### src/rtl/aux_cmd_pkg.sv
// Shared constants and state types for the auxiliary-link command engine.
// Header layout: [31:28] opcode, [27:16] word count, [15:0] start address.
package aux_cmd_pkg;

  localparam logic [3:0] OP_NOP   = 4'd0;
  localparam logic [3:0] OP_WRITE = 4'd1;
  localparam logic [3:0] OP_READ  = 4'd2;

  // Bit positions inside the 16-bit trailer status field.
  localparam int ST_BAD_OP   = 0;
  localparam int ST_TIMEOUT  = 1;
  localparam int ST_ZERO_CNT = 2;

  localparam logic [31:0] FILL_WORD = 32'hDEAD_DEAD;

  localparam int HDR_OP_MSB   = 31;
  localparam int HDR_OP_LSB   = 28;
  localparam int HDR_CNT_MSB  = 27;
  localparam int HDR_CNT_LSB  = 16;
  localparam int HDR_ADDR_MSB = 15;
  localparam int HDR_ADDR_LSB = 0;

  typedef enum logic [2:0] {
    S_FETCH_HDR,
    S_DECODE,
    S_FETCH_DATA,
    S_REG_WR,
    S_REG_RD,
    S_SEND_DATA,
    S_SEND_TRAIL
  } main_state_e;

  typedef enum logic [1:0] {
    L_IDLE,
    L_REQ,
    L_WAIT1,
    L_WAIT
  } link_state_e;

  function automatic logic op_is_valid(input logic [3:0] op);
    return (op == OP_NOP) || (op == OP_WRITE) || (op == OP_READ);
  endfunction

endpackage

### src/rtl/aux_cmd_engine_if.sv
// Bundles the aux_io link and local register-bus signals of the command engine.
// master = engine side, slave = aux_io / register-file side.
interface aux_cmd_engine_if;
  logic        aux_read_req;
  logic        aux_write_req;
  logic [31:0] aux_data_write;
  logic [16:0] aux_address;
  logic [31:0] aux_data_read;
  logic        aux_busy;
  logic [15:0] reg_addr;
  logic [31:0] reg_wdata;
  logic        reg_we;
  logic        reg_re;
  logic [31:0] reg_rdata;
  logic        reg_ack;

  modport master (
    output aux_read_req, aux_write_req, aux_data_write, aux_address,
    output reg_addr, reg_wdata, reg_we, reg_re,
    input  aux_data_read, aux_busy, reg_rdata, reg_ack
  );

  modport slave (
    input  aux_read_req, aux_write_req, aux_data_write, aux_address,
    input  reg_addr, reg_wdata, reg_we, reg_re,
    output aux_data_read, aux_busy, reg_rdata, reg_ack
  );
endinterface

### src/rtl/aux_link_master.sv
// One-word handshake with aux_io: wait idle, pulse request, skip one cycle, wait busy low.
// A start pulse is latched and issued once aux_io reports not busy.
module aux_link_master
  import aux_cmd_pkg::*;
(
  input  logic        clk,
  input  logic        reset,
  input  logic        rd_start,
  input  logic        wr_start,
  input  logic [31:0] wdata,
  output logic        done,
  output logic [31:0] rdata,
  output logic        aux_read_req,
  output logic        aux_write_req,
  output logic [31:0] aux_data_write,
  input  logic [31:0] aux_data_read,
  input  logic        aux_busy
);

  link_state_e state_reg;
  logic        pending_reg;
  logic        is_wr_reg;
  logic        done_reg;
  logic [31:0] rdata_reg;
  logic        rd_req_reg;
  logic        wr_req_reg;
  logic [31:0] wdata_reg;

  always_ff @(posedge clk or negedge reset) begin
    if (!reset) begin
      state_reg   <= L_IDLE;
      pending_reg <= 1'b0;
      is_wr_reg   <= 1'b0;
      done_reg    <= 1'b0;
      rdata_reg   <= '0;
      rd_req_reg  <= 1'b0;
      wr_req_reg  <= 1'b0;
      wdata_reg   <= '0;
    end else begin
      done_reg   <= 1'b0;
      rd_req_reg <= 1'b0;
      wr_req_reg <= 1'b0;
      case (state_reg)
        L_IDLE: begin
          if (rd_start || wr_start) begin
            pending_reg <= 1'b1;
            is_wr_reg   <= wr_start;
            if (wr_start) wdata_reg <= wdata;
          end else if (pending_reg && !aux_busy) begin
            pending_reg <= 1'b0;
            state_reg   <= L_REQ;
            if (is_wr_reg) wr_req_reg <= 1'b1;
            else           rd_req_reg <= 1'b1;
          end
        end
        L_REQ:   state_reg <= L_WAIT1;
        // aux_io raises busy during this cycle, so it is not sampled here.
        L_WAIT1: state_reg <= L_WAIT;
        L_WAIT: begin
          if (!aux_busy) begin
            if (!is_wr_reg) rdata_reg <= aux_data_read;
            done_reg  <= 1'b1;
            state_reg <= L_IDLE;
          end
        end
        default: state_reg <= L_IDLE;
      endcase
    end
  end

  assign done           = done_reg;
  assign rdata          = rdata_reg;
  assign aux_read_req   = rd_req_reg;
  assign aux_write_req  = wr_req_reg;
  assign aux_data_write = wdata_reg;

endmodule

### src/rtl/aux_cmd_engine.sv
// Host command initiator: fetches header/data words from aux_io, runs single-beat
// register transactions, and returns readback words plus a status trailer.
module aux_cmd_engine
  import aux_cmd_pkg::*;
#(
  parameter int TIMEOUT_CYCLES = 255
) (
  input  logic             clk,
  input  logic             reset,
  aux_cmd_engine_if.master bus,
  output logic [15:0]      cmd_count,
  output logic             err_flag
);

  localparam logic [15:0] TMO_LAST = 16'(TIMEOUT_CYCLES - 1);

  main_state_e state_reg;
  logic [31:0] hdr_reg;
  logic [31:0] reply_reg;
  logic [31:0] link_wdata_reg;
  logic [31:0] reg_wdata_reg;
  logic [15:0] addr_reg;
  logic [15:0] status_reg;
  logic [15:0] tmo_cnt_reg;
  logic [15:0] cmd_count_reg;
  logic [11:0] word_cnt_reg;
  logic        link_issued_reg;
  logic        rd_start_reg;
  logic        wr_start_reg;
  logic        reg_we_reg;
  logic        reg_re_reg;
  logic        err_flag_reg;
  logic        link_done;
  logic [31:0] link_rdata;
  logic [3:0]  hdr_op;
  logic [11:0] hdr_cnt;
  logic        last_word;
  logic        bus_done;

  assign hdr_op    = hdr_reg[HDR_OP_MSB:HDR_OP_LSB];
  assign hdr_cnt   = hdr_reg[HDR_CNT_MSB:HDR_CNT_LSB];
  assign last_word = (word_cnt_reg + 12'd1) == hdr_cnt;
  // Ack wins over the timeout limit when both land on the same cycle.
  assign bus_done  = bus.reg_ack || (tmo_cnt_reg == TMO_LAST);

  aux_link_master u_link (
    .clk            (clk),
    .reset          (reset),
    .rd_start       (rd_start_reg),
    .wr_start       (wr_start_reg),
    .wdata          (link_wdata_reg),
    .done           (link_done),
    .rdata          (link_rdata),
    .aux_read_req   (bus.aux_read_req),
    .aux_write_req  (bus.aux_write_req),
    .aux_data_write (bus.aux_data_write),
    .aux_data_read  (bus.aux_data_read),
    .aux_busy       (bus.aux_busy)
  );

  always_ff @(posedge clk or negedge reset) begin
    if (!reset) begin
      state_reg       <= S_FETCH_HDR;
      hdr_reg         <= '0;
      reply_reg       <= '0;
      link_wdata_reg  <= '0;
      reg_wdata_reg   <= '0;
      addr_reg        <= '0;
      status_reg      <= '0;
      tmo_cnt_reg     <= '0;
      cmd_count_reg   <= '0;
      word_cnt_reg    <= '0;
      link_issued_reg <= 1'b0;
      rd_start_reg    <= 1'b0;
      wr_start_reg    <= 1'b0;
      reg_we_reg      <= 1'b0;
      reg_re_reg      <= 1'b0;
      err_flag_reg    <= 1'b0;
    end else begin
      rd_start_reg <= 1'b0;
      wr_start_reg <= 1'b0;
      case (state_reg)
        S_FETCH_HDR: begin
          if (!link_issued_reg) begin
            rd_start_reg    <= 1'b1;
            link_issued_reg <= 1'b1;
          end else if (link_done) begin
            link_issued_reg <= 1'b0;
            hdr_reg         <= link_rdata;
            status_reg      <= '0;
            state_reg       <= S_DECODE;
          end
        end
        S_DECODE: begin
          addr_reg     <= hdr_reg[HDR_ADDR_MSB:HDR_ADDR_LSB];
          word_cnt_reg <= '0;
          if (!op_is_valid(hdr_op)) begin
            status_reg[ST_BAD_OP] <= 1'b1;
            state_reg             <= S_SEND_TRAIL;
          end else if (hdr_op == OP_NOP) begin
            state_reg <= S_SEND_TRAIL;
          end else if (hdr_cnt == 12'd0) begin
            status_reg[ST_ZERO_CNT] <= 1'b1;
            state_reg               <= S_SEND_TRAIL;
          end else begin
            state_reg <= (hdr_op == OP_WRITE) ? S_FETCH_DATA : S_REG_RD;
          end
        end
        S_FETCH_DATA: begin
          if (!link_issued_reg) begin
            rd_start_reg    <= 1'b1;
            link_issued_reg <= 1'b1;
          end else if (link_done) begin
            link_issued_reg <= 1'b0;
            reg_wdata_reg   <= link_rdata;
            state_reg       <= S_REG_WR;
          end
        end
        S_REG_WR: begin
          if (!reg_we_reg) begin
            reg_we_reg  <= 1'b1;
            tmo_cnt_reg <= '0;
          end else if (bus_done) begin
            reg_we_reg   <= 1'b0;
            if (!bus.reg_ack) status_reg[ST_TIMEOUT] <= 1'b1;
            word_cnt_reg <= word_cnt_reg + 12'd1;
            addr_reg     <= addr_reg + 16'd1;
            state_reg    <= last_word ? S_SEND_TRAIL : S_FETCH_DATA;
          end else begin
            tmo_cnt_reg <= tmo_cnt_reg + 16'd1;
          end
        end
        S_REG_RD: begin
          if (!reg_re_reg) begin
            reg_re_reg  <= 1'b1;
            tmo_cnt_reg <= '0;
          end else if (bus_done) begin
            reg_re_reg <= 1'b0;
            if (bus.reg_ack) begin
              reply_reg <= bus.reg_rdata;
            end else begin
              reply_reg               <= FILL_WORD;
              status_reg[ST_TIMEOUT]  <= 1'b1;
            end
            state_reg <= S_SEND_DATA;
          end else begin
            tmo_cnt_reg <= tmo_cnt_reg + 16'd1;
          end
        end
        S_SEND_DATA: begin
          if (!link_issued_reg) begin
            wr_start_reg    <= 1'b1;
            link_wdata_reg  <= reply_reg;
            link_issued_reg <= 1'b1;
          end else if (link_done) begin
            link_issued_reg <= 1'b0;
            word_cnt_reg    <= word_cnt_reg + 12'd1;
            addr_reg        <= addr_reg + 16'd1;
            state_reg       <= last_word ? S_SEND_TRAIL : S_REG_RD;
          end
        end
        S_SEND_TRAIL: begin
          if (!link_issued_reg) begin
            wr_start_reg    <= 1'b1;
            link_wdata_reg  <= {hdr_reg[HDR_OP_MSB:HDR_CNT_LSB], status_reg};
            link_issued_reg <= 1'b1;
          end else if (link_done) begin
            link_issued_reg <= 1'b0;
            cmd_count_reg   <= cmd_count_reg + 16'd1;
            if (status_reg != 16'd0) err_flag_reg <= 1'b1;
            state_reg       <= S_FETCH_HDR;
          end
        end
        default: state_reg <= S_FETCH_HDR;
      endcase
    end
  end

  assign bus.aux_address = 17'd0;
  assign bus.reg_addr    = addr_reg;
  assign bus.reg_wdata   = reg_wdata_reg;
  assign bus.reg_we      = reg_we_reg;
  assign bus.reg_re      = reg_re_reg;
  assign cmd_count       = cmd_count_reg;
  assign err_flag        = err_flag_reg;

endmodule

### src/flat_wrapper.sv
// flat-port wrapper written by rule: the top's interface ports become plain ports
module aux_cmd_engine_flat import aux_cmd_pkg::*;
#(
  parameter int TIMEOUT_CYCLES = 255
)
  (clk, reset, cmd_count, err_flag, bus_aux_read_req, bus_aux_write_req, bus_aux_data_write, bus_aux_address, bus_reg_addr, bus_reg_wdata, bus_reg_we, bus_reg_re, bus_aux_data_read, bus_aux_busy, bus_reg_rdata, bus_reg_ack);
  aux_cmd_engine_if bus_i ();
  input  logic clk;
  input  logic reset;
  output logic [15:0] cmd_count;
  output logic err_flag;
  output wire logic [$bits(bus_i.aux_read_req)-1:0] bus_aux_read_req;
  output wire logic [$bits(bus_i.aux_write_req)-1:0] bus_aux_write_req;
  output wire logic [$bits(bus_i.aux_data_write)-1:0] bus_aux_data_write;
  output wire logic [$bits(bus_i.aux_address)-1:0] bus_aux_address;
  output wire logic [$bits(bus_i.reg_addr)-1:0] bus_reg_addr;
  output wire logic [$bits(bus_i.reg_wdata)-1:0] bus_reg_wdata;
  output wire logic [$bits(bus_i.reg_we)-1:0] bus_reg_we;
  output wire logic [$bits(bus_i.reg_re)-1:0] bus_reg_re;
  input wire logic [$bits(bus_i.aux_data_read)-1:0] bus_aux_data_read;
  input wire logic [$bits(bus_i.aux_busy)-1:0] bus_aux_busy;
  input wire logic [$bits(bus_i.reg_rdata)-1:0] bus_reg_rdata;
  input wire logic [$bits(bus_i.reg_ack)-1:0] bus_reg_ack;
  assign bus_aux_read_req = bus_i.aux_read_req;
  assign bus_aux_write_req = bus_i.aux_write_req;
  assign bus_aux_data_write = bus_i.aux_data_write;
  assign bus_aux_address = bus_i.aux_address;
  assign bus_reg_addr = bus_i.reg_addr;
  assign bus_reg_wdata = bus_i.reg_wdata;
  assign bus_reg_we = bus_i.reg_we;
  assign bus_reg_re = bus_i.reg_re;
  assign bus_i.aux_data_read = bus_aux_data_read;
  assign bus_i.aux_busy = bus_aux_busy;
  assign bus_i.reg_rdata = bus_reg_rdata;
  assign bus_i.reg_ack = bus_reg_ack;
  aux_cmd_engine #(.TIMEOUT_CYCLES(TIMEOUT_CYCLES)) u_core (.clk(clk), .reset(reset), .bus(bus_i), .cmd_count(cmd_count), .err_flag(err_flag));
endmodule
### config.mk
export PLATFORM = sky130hd
export DESIGN_NAME = aux_cmd_engine_flat
export DESIGN_NICKNAME = d
export VERILOG_FILES = /design/src/rtl/aux_cmd_pkg.sv /design/src/rtl/aux_cmd_engine_if.sv /design/src/rtl/aux_link_master.sv /design/src/rtl/aux_cmd_engine.sv /design/src/flat_wrapper.sv
export SDC_FILE = /design/constraint.sdc
export NUM_CORES = 1
export LEC_CHECK = 0
export ABC_AREA = 1
export CAP_MARGIN = 25
export CELL_PAD_IN_SITES_DETAIL_PLACEMENT = 0
export CELL_PAD_IN_SITES_GLOBAL_PLACEMENT = 1
export CORE_ASPECT_RATIO = 1.5
export CORE_MARGIN = 5
export CORE_UTILIZATION = 44
export DETAILED_ROUTE_END_ITERATION = 12
export GPL_TIMING_DRIVEN = 0
export MAX_ROUTING_LAYER = met4
export PLACE_DENSITY_LB_ADDON = 0.12
export SYNTH_ARGS = -nofsm -noshare
export SYNTH_HDL_FRONTEND = slang
export SYNTH_SLANG_ARGS = --single-unit
### constraint.sdc
create_clock -name clk -period 3.63 [get_ports clk]
set_clock_uncertainty 0.2 [all_clocks]
set_input_delay 0.726 -clock clk [delete_from_list [all_inputs] [get_ports clk]]
set_output_delay 0.726 -clock clk [all_outputs]
set_load 0.03 [all_outputs]
==> impl_metrics.toml <==
[outcome]
status = "finished, final reports clean"

[die]
die-area_mm2 = 0.0312
die_w_um = 146
core_region_area_mm2 = 0.0273
die_y_um = 214
num_io_pins = 186
start_util = 0.447
rows = 74

[grt]
grtUsageTotal = 0.222
grt-ovfl-total = 0
grt_max_degree = 114
grt_pass1_wl_um = 54800
antenna_found_initial = 1
grt_pass1_vias = 10200

[clock_network]
hold_buffers = 1
post_cts_buffers = 0
cts_tree = "yes"
path_clk_slew_ps = 70
cts_resized = 0
ctsHtreeMaxLevel = 1
cts_root_buf = "clkbuf_16"
worstSkewPairLatency_ps = 550
cts_made_buffers = 28
cts.sinks = 271
clk_path_buf_depth = 3

[sta]
worstMarginPinSlew_ps = 741
holdWs_ps = 248
period_needed_ps = 2710
finalCritPeriodShare = 0.746
drv_slew = 0
slew-limit-headroom = 0.504
finalSetupViolCount = 0
fin_tns_setup_ps = 0
grt_setup_unrepaired = "false"
fmax_mhz = 369
hold_viol_final = 0

[detailed_routing]
wl_per_cell_um = 17.2
drc_errors = 0
routed_wl_um = 34000
first_pass_iters = 5
vias = 9985
vias_per_cell = 5.04
drt_iter0_drc = 503
drtAntennaViolNets = 0

[setup_path]
crit_arrival_ps = 1780
crit_fanout = 7
required_ps = 2700
cpLargestDelayFamily = "buffers and inverters"
worst_setup_path_start_kind = "flop"
max_stage_delay_ps = 740
path_cells = "clkdlybuf4s50_1"
critPathKind = "reg2out"
crit_buf_inv = 1
worstSetupEndpointType = "primary output"
cp_slowest_cell = "clkdlybuf4s50_1"

[cells_and_area]
final_nets = 1691
final_layout_size_suffix_gt1_frac = 0.0770
multi_input_area_mm2 = 0.00443
ff_latch_area_mm2 = 0.00678
syn_to_final_growth_pct = 26.8
nFillCells = 2526
stdcell_count = 1980

[synthesis]
ys.flop_type = "dfrtp_1"
syn_area_mm2 = 0.0122
synth_seq_area_share = 0.556
synth_area_per_cell_um2 = 8.72
synthArstFlopShare = 1.00
ys_warn_count = 0
synth_seq_cells = 271
netlist_instances = 1398
synth_cell_types = 43
synth_edf_count = 0

[pwr]
cellPowerDensity_mw_per_mm2 = 833
peakVddDrop_mv = 0.634
clock_power_share = 0.249
internal-power_mw = 7.86
pwr-share-comb = 0.368
switching_share = 0.390
leakage_nw = 7.16
p_sw_mw = 5.02
p_seq_frac = 0.383

[hold_path]
hp-class = "reg2reg"

[placed_design]
port_buffers = 168
hpwl_um = 25200
dp_cells = 1926
gp_congestion = 0.857

[run]
maxCapViolations = 0
## worst paths after layout
check | slack, ps | depth (start not counted) | start | to
setup / recovery | 920 | 1 | u_core.bus.reg_re | bus_reg_re
hold / removal | 250 | 1 | u_core.u_link.is_wr_reg | u_core.u_link.aux_read_req
setup reg to reg | 1070 | 11 | u_core.tmo_cnt_reg[0] | u_core.word_cnt_reg[0]
hold reg to reg | 250 | 1 | u_core.u_link.is_wr_reg | u_core.u_link.aux_read_req
max in group asynchronous | 1750 | 3 | reset | u_core.hdr_reg[4]
min in group asynchronous | 510 | 2 | reset | u_core.u_link.aux_data_write[15]
## power by group through the flow
stage	registers, mW	logic, mW	clock network (mW)
after floorplan	5.38	2.45	0
final	4.93	4.75	3.20
after global routing	5.07	5.30	3.38
after CTS	4.95	4.82	3.27
after global placement	4.99	4.72	0
after detailed placement	4.99	4.79	0
## placed cells by master, fill, tap and decap left out, drive strengths merged, types with 4 or more instances in the layout
cell,count
clkdlybuf4s50,167
o211ai,19
nand2,304
o22a,21
buf,45
inv,175
or2,4
ha,8
nand4,18
o21ai,184
a21oi,59
nand3,74
bufinv,6
a22o,10
nor2,123
dfrtp,271
conb,17
nor4,7
nor3,14
xnor2,4
xor2,19
clkbuf,67
clkinv,8
## per-layer routing
layer	up-vias	wire (um)	global-route usage
met1	4793	13800	0.258
met4	0	546	0.0497
met3	33	1800	0.0419
met2	224	17900	0.398
met5	-	0	-
li1	4935	-	-
## through the flow
stage / power (mW) / instance area, um^2 / setup WS, ps / util
2_1_floorplan: 7.83 / 12300 / 1550 / -
3_3_place_gp: 9.70 / 14400 / -10300 / 0.526
3_5_place_dp: 9.78 / 14400 / 818 / 0.528
6_report: 12.9 / 15500 / 923 / 0.566
4_1_cts: 13.0 / 15500 / 892 / 0.566
5_1_grt: 13.8 / 15500 / 846 / 0.566
## synthesized netlist by cell type (4+ instances only)
cell        n  area (um^2)
o21ai_0   180          901
nand3_1    73          365
nor2_4      5         56.3
o211ai_1   19          143
or2_2       4         25.0
inv_2      10         37.5
buf_6       4         45.0
o22a_1     21          184
nand2_1   299         1120
clkbuf_1   29          109
xor2_1     19          166
buf_2      18         90.1
buf_4      18          135
nand2_2     4         25.0
nor3_1     12         60.1
dfrtp_1   271         6780
ha_1        8          100
a22o_1     10         87.6
xnor2_1     4         35.0
nor4_1      6         37.5
nor2_1    112          420
a21oi_1    59          295
nand4_1    18          113
inv_1     165          619
nor2_2      5         31.3
## area by class of cell
type	instances	share of cell area
antenna	1	0.000162
buffer	71	0.0250
multi-input combinational	897	0.287
tap	342	0.0277
inverter	175	0.0425
clock inverter	14	0.0147
clock buffer	38	0.0517
sequential	271	0.438
timing repair buffer	171	0.113
## logic make-up (layout without fill, tap and decap cells)
family          after synthesis  after routing  share of synthesized area
compound gates              302            302                      0.139
xor+xnor                     23             23                     0.0165
fa+ha+maj                     8              8                    0.00821
buf+inv                     246            469                     0.0856
flops                       271            271                      0.556
other cells                   1             18                   0.000307
simple gates                547            547                      0.194
No activity file was read; power rests on OpenSTA's default activity.
